**src/rtl/itch_msg_encoder.sv**
```systemverilog
// itch_msg_encoder: buffers order-book events in a FIFO and serializes each into a paced 64-bit ITCH beat.
module itch_msg_encoder #(
  parameter int SYMBOL_WIDTH = 32,
  parameter int PRICE_WIDTH  = 32,
  parameter int FIFO_DEPTH   = 8,
  parameter int GAP_CYCLES   = 1
) (
  input  logic                          clk,
  input  logic                          rst_n,
  input  logic                          ev_valid,
  output logic                          ev_ready,
  input  logic [2:0]                    ev_action,
  input  logic [SYMBOL_WIDTH-1:0]       ev_symbol,
  input  logic [PRICE_WIDTH-1:0]        ev_price,
  input  logic                          tx_enable,
  output logic                          tx_valid,
  input  logic                          tx_ready,
  output logic [63:0]                   tx_data,
  output logic [7:0]                    tx_type,
  output logic [31:0]                   msgs_sent,
  output logic [31:0]                   events_dropped,
  output logic [$clog2(FIFO_DEPTH):0]   fifo_level
);
  localparam int AW = $clog2(FIFO_DEPTH);
  localparam int GW = GAP_CYCLES > 1 ? $clog2(GAP_CYCLES) : 1;
  typedef enum logic [1:0] {IDLE, SEND, GAP} state_t;
  state_t state, state_d;
  logic [71:0] mem [FIFO_DEPTH];
  logic [AW:0] wr_ptr, rd_ptr;
  logic [GW-1:0] gap_cnt;
  logic empty, push, drop, hs, load, valid_act;
  logic [7:0] type_code;
  logic [71:0] head;
  assign fifo_level = wr_ptr - rd_ptr;
  assign ev_ready   = fifo_level != (AW+1)'(FIFO_DEPTH);
  assign empty      = fifo_level == '0;
  assign valid_act  = ev_action < 3'd3;
  assign type_code  = ev_action == 3'd0 ? 8'h41 : ev_action == 3'd1 ? 8'h45 : 8'h58;
  assign push       = ev_valid & ev_ready & valid_act;
  assign drop       = ev_valid & ev_ready & ~valid_act;
  assign head       = mem[rd_ptr[AW-1:0]];
  always_ff @(posedge clk or negedge rst_n)
    if (!rst_n) state <= IDLE;
    else state <= state_d;
  // A GAP state whose counter has reached zero loads like IDLE, so exactly GAP_CYCLES low cycles separate beats.
  always_comb begin
    hs      = state == SEND && tx_ready;
    load    = tx_enable && !empty &&
              (state == IDLE || (state == GAP && gap_cnt == '0) || (hs && GAP_CYCLES == 0));
    state_d = state == SEND ? (!tx_ready ? SEND : GAP_CYCLES == 0 ? (load ? SEND : IDLE) : GAP)
            : load ? SEND : (state == GAP && gap_cnt != '0) ? GAP : IDLE;
  end
  always_ff @(posedge clk)
    if (push) mem[wr_ptr[AW-1:0]] <= {type_code, ev_symbol, ev_price};
  always_ff @(posedge clk or negedge rst_n)
    if (!rst_n) begin
      wr_ptr         <= '0;
      rd_ptr         <= '0;
      gap_cnt        <= '0;
      tx_valid       <= 1'b0;
      tx_data        <= '0;
      tx_type        <= '0;
      msgs_sent      <= '0;
      events_dropped <= '0;
    end else begin
      wr_ptr         <= wr_ptr + (AW+1)'(push);
      rd_ptr         <= rd_ptr + (AW+1)'(load);
      tx_valid       <= load ? 1'b1 : hs ? 1'b0 : tx_valid;
      tx_data        <= load ? head[63:0] : tx_data;
      tx_type        <= load ? head[71:64] : tx_type;
      gap_cnt        <= (hs && GAP_CYCLES > 0) ? GW'(GAP_CYCLES - 1)
                      : (state == GAP && gap_cnt != '0) ? gap_cnt - 1'b1 : gap_cnt;
      msgs_sent      <= msgs_sent + 32'(hs);
      events_dropped <= events_dropped + 32'(drop);
    end
endmodule

```
**config.mk**
```make
export PLATFORM = sky130hd
export DESIGN_NAME = itch_msg_encoder
export DESIGN_NICKNAME = d
export VERILOG_FILES = /design/src/rtl/itch_msg_encoder.sv
export SDC_FILE = /design/constraint.sdc
export NUM_CORES = 1
export LEC_CHECK = 0
export CORE_ASPECT_RATIO = 2
export CORE_MARGIN = 4
export CORE_UTILIZATION = 35
export DETAILED_ROUTE_END_ITERATION = 12
export PLACE_DENSITY = 0.66
export SYNTH_ARGS = -nofsm -noshare
export SYNTH_HDL_FRONTEND = slang
export SYNTH_SLANG_ARGS = --single-unit
```
**constraint.sdc**
```tcl
create_clock -name clk -period 9.49 [get_ports clk]
set_input_delay 1.4235 -clock clk [delete_from_list [all_inputs] [get_ports clk]]
set_output_delay 1.4235 -clock clk [all_outputs]
set_load 0.02 [all_outputs]
```
==> flow_summary.toml <==
[outcome]
status = "completed"

[yosys]
netlist_instances = 1392
netlist.area_leader.share_pct = 61.2
netlist_top_cells_count = "edfxtp_1, nand2_1, dfrtp_1, mux4_2, mux2_2"
ys_types = 46
synthTopCellsByArea = "edfxtp_1, dfrtp_1, mux4_2, nand2_1, mux2_2"
synth_ff_type = "edfxtp_1"
synthesis.area_mm2 = 0.0263
synth_edf_count = 536
yosysMostFrequentCell = "edfxtp_1"
synth_area_per_cell_um2 = 18.9
ys_seq_area_share_pct = 74.9
ys_warn_count = 0
ys_seq_elements = 680
yosysTopAreaCell = "edfxtp_1"
async_reset_ff_share_pct = 21.2

[sta]
hold_violations = 0
fin_tns_setup_ns = 0
maxSlewViolCount = 0
post-route-min-period_ns = 5.69
timing.hold.ws_ns = 0.476
setup_viol = 0
rsz0062_at_grt = "no"
setup_slack_ns = 3.80
period_share_pct = 59.9
worst_pin_slew_ns = 1.18
relSlewSlack_pct = 21.1
max_freq_mhz = 176
fin_skew_ns = 0.0261

[clock_network]
cts_root_buf = "clkbuf_16"
clock_path_buffers = 3
ctsHoldBuffers = 0
cts_made_buffers = 60
cts_setup_buffers = 0
htreeDepth = 2
cts_tree = "built"
clock_sinks = 680
cts_resized = 0
clk_pin_slew_ns = 0.06
clock_latency_ns = 0.65

[die]
start_util_pct = 35.4
core-area_mm2 = 0.0743
die_h_um = 396
fp.dieArea_mm2 = 0.0798
num_rows = 141
ioPinCount = 214
die_w_um = 202

[grt]
antenna_found_initial = 4
overflow = 0
met1_usage_pct = 17.2
grt_pass1_wl_mm = 90.4
grt_util_all_layers_pct = 14.6
grt_pass1_vias = 14400
met3_usage_pct = 2.59
grt_max_degree = 79
busiest_layer = "met2"
groute.layer.met2.usage_pct = 27.6

[detailed_routing]
firstDrtPassIters = 7
viasPerCell = 4.95
ant_nets = 0
wl_per_cell_um = 22.0
drt_iter0_drc = 831
drt_wl_total_mm = 58.7
remaining_drc_errors = 0
dr_total_vias = 13200

[hold_path]
hp-class = "flip-flop to flip-flop"

[pwr]
clkPwrFrac_pct = 28.5
p_sw_mw = 2.79
internal_power_mw = 6.36
total_leakage_power_nw = 11.1
power_frac_comb_pct = 28.4
vdd_drop_max_v = 0.000236
power.share.switching_pct = 30.5
pwr-share-seq_pct = 43.1
pwr_density_cell_mw_per_mm2 = 289

[placed_design]
place.port_buffers = 210
placedCellCount = 2560
place.gp.congestion = 0.803
dp_slack_ns = 4.34
hpwl_mm = 35.1

[cells_and_area]
final_nets = 1705
drive_gt1_share_pct = 21.3
fin_cells = 2673
diodes = 0
area_delta_synth_final_pct = 20.7
fillCellCount = 6447
fin_util_pct = 42.7

[worst_setup_path]
required_ns = 8.07
worst-path-max-fanout = 70
critical_path_class = "flip-flop to output port"
crit_arrival_ns = 4.26
crit_path_start_kind = "flip-flop"
end_kind = "output port"

[run]
drv_cap = 0
==> cells by family (layout without fill, tap and decap cells) <==
kind of cell	after synthesis	in the layout	share of synthesized area, %
buffers and inverters	75	353	1.34
DFF	680	680	74.9
muxes	201	201	14.3
xor gates and xnor gates	67	67	2.23
and+or+nand+nor	347	347	6.28
other	1	3	0.0143
AOI/OAI and AO/OA	9	9	0.271
adders and majority gates	12	12	0.600
==> stage by stage <==
| step | area, µm² | total power, mW |
|---|---|---|
| after floorplan | 26300 | 5.65 |
| after global placement | 29600 | 6.66 |
| after detailed placement | 29600 | 6.70 |
| after CTS | 31700 | 9.33 |
| after global routing | 31700 | 9.63 |
| final | 31700 | 9.16 |
==> layout by cell type, fill, tap and decap left out, types with 3 or more instances in the layout <==
master,n
nand3_1,30
a21oi_1,3
edfxtp_1,536
and4_1,6
or2_2,4
nand3b_1,4
nand4_1,15
nor4_1,6
mux4_2,134
mux2_1,5
clkinv_4,5
nor3_2,9
and2_1,3
clkdlybuf4s50_1,209
ha_1,11
clkinvlp_4,6
nor4b_2,3
mux2_2,62
inv_1,12
dfrtp_1,141
bufinv_16,8
nand4_2,3
clkinv_2,8
nor2_1,11
nor3_1,5
clkbuf_8,8
nand2_1,225
and3_1,8
dfrtp_4,3
clkbuf_16,62
xnor2_1,36
clkbuf_1,5
buf_4,17
conb_1,3
nor4_2,6
xor2_1,31
==> sequential cells by signal (all words and copies together) (netlist names) <==
register        flops
gap_cnt             1
wr_ptr              4
mem               536
events_dropped     32
state               2
tx_valid            1
tx_type             4
msgs_sent          32
tx_data            64
rd_ptr              4
==> power groups by stage <==
stage               sequential (mW)  combinational, mW  clock [mW]
floorplan                      4.01               1.64           0
global placement               4.01               2.64           0
detailed placement             4.03               2.67           0
CTS                            3.97               2.68        2.69
global route                   4.00               2.82        2.81
finish                         3.94               2.60        2.61
==> per-layer routing <==
metal  up-vias  part of all wire [%]
met5         -                 0.039
met1      6965                    38
met2       334                    56
met4         4                   2.0
li1       5837                     -
met3        83                   4.3
==> critical path, cell delays in order, from the launching register on <==
cell	delay [ns]
dfrtp_4	1.10
inv_4	0.63
fa_1	0.61
xor2_1	0.19
nor3_1	0.36
nand2_1	0.13
clkdlybuf4s50_1	0.56
==> area by class of cell <==
cell class	count	area, µm²	share of cell area (%)
repair buffers	227	2230	7.03
flip-flops and latches	680	19700	62.1
well taps	1001	1250	3.95
clock buffers	77	1700	5.34
multi-input cells	639	6320	19.9
inverters	13	51.3	0.162
clock inverters	36	478	1.51
==> final timing paths <==
path	startpoint	end	slack, ns	cells after the start
min in group asynchronous	rst_n	events_dropped[20]$_DFF_PN0_	0.83	1
max in group asynchronous	rst_n	tx_data[50]$_DFFE_PN0P_	7.21	2
setup / recovery	rd_ptr[1]$_DFF_PN0_	ev_ready	3.80	6
setup reg to reg	rd_ptr[1]$_DFF_PN0_	events_dropped[27]$_DFF_PN0_	4.70	11
hold reg to reg	tx_type[6]$_DFFE_PN0P_	tx_type[6]$_DFFE_PN0P_	0.48	1
hold / removal	tx_type[6]$_DFFE_PN0P_	tx_type[6]$_DFFE_PN0P_	0.48	1
Note: power is estimated with default switching activity, not from simulation.
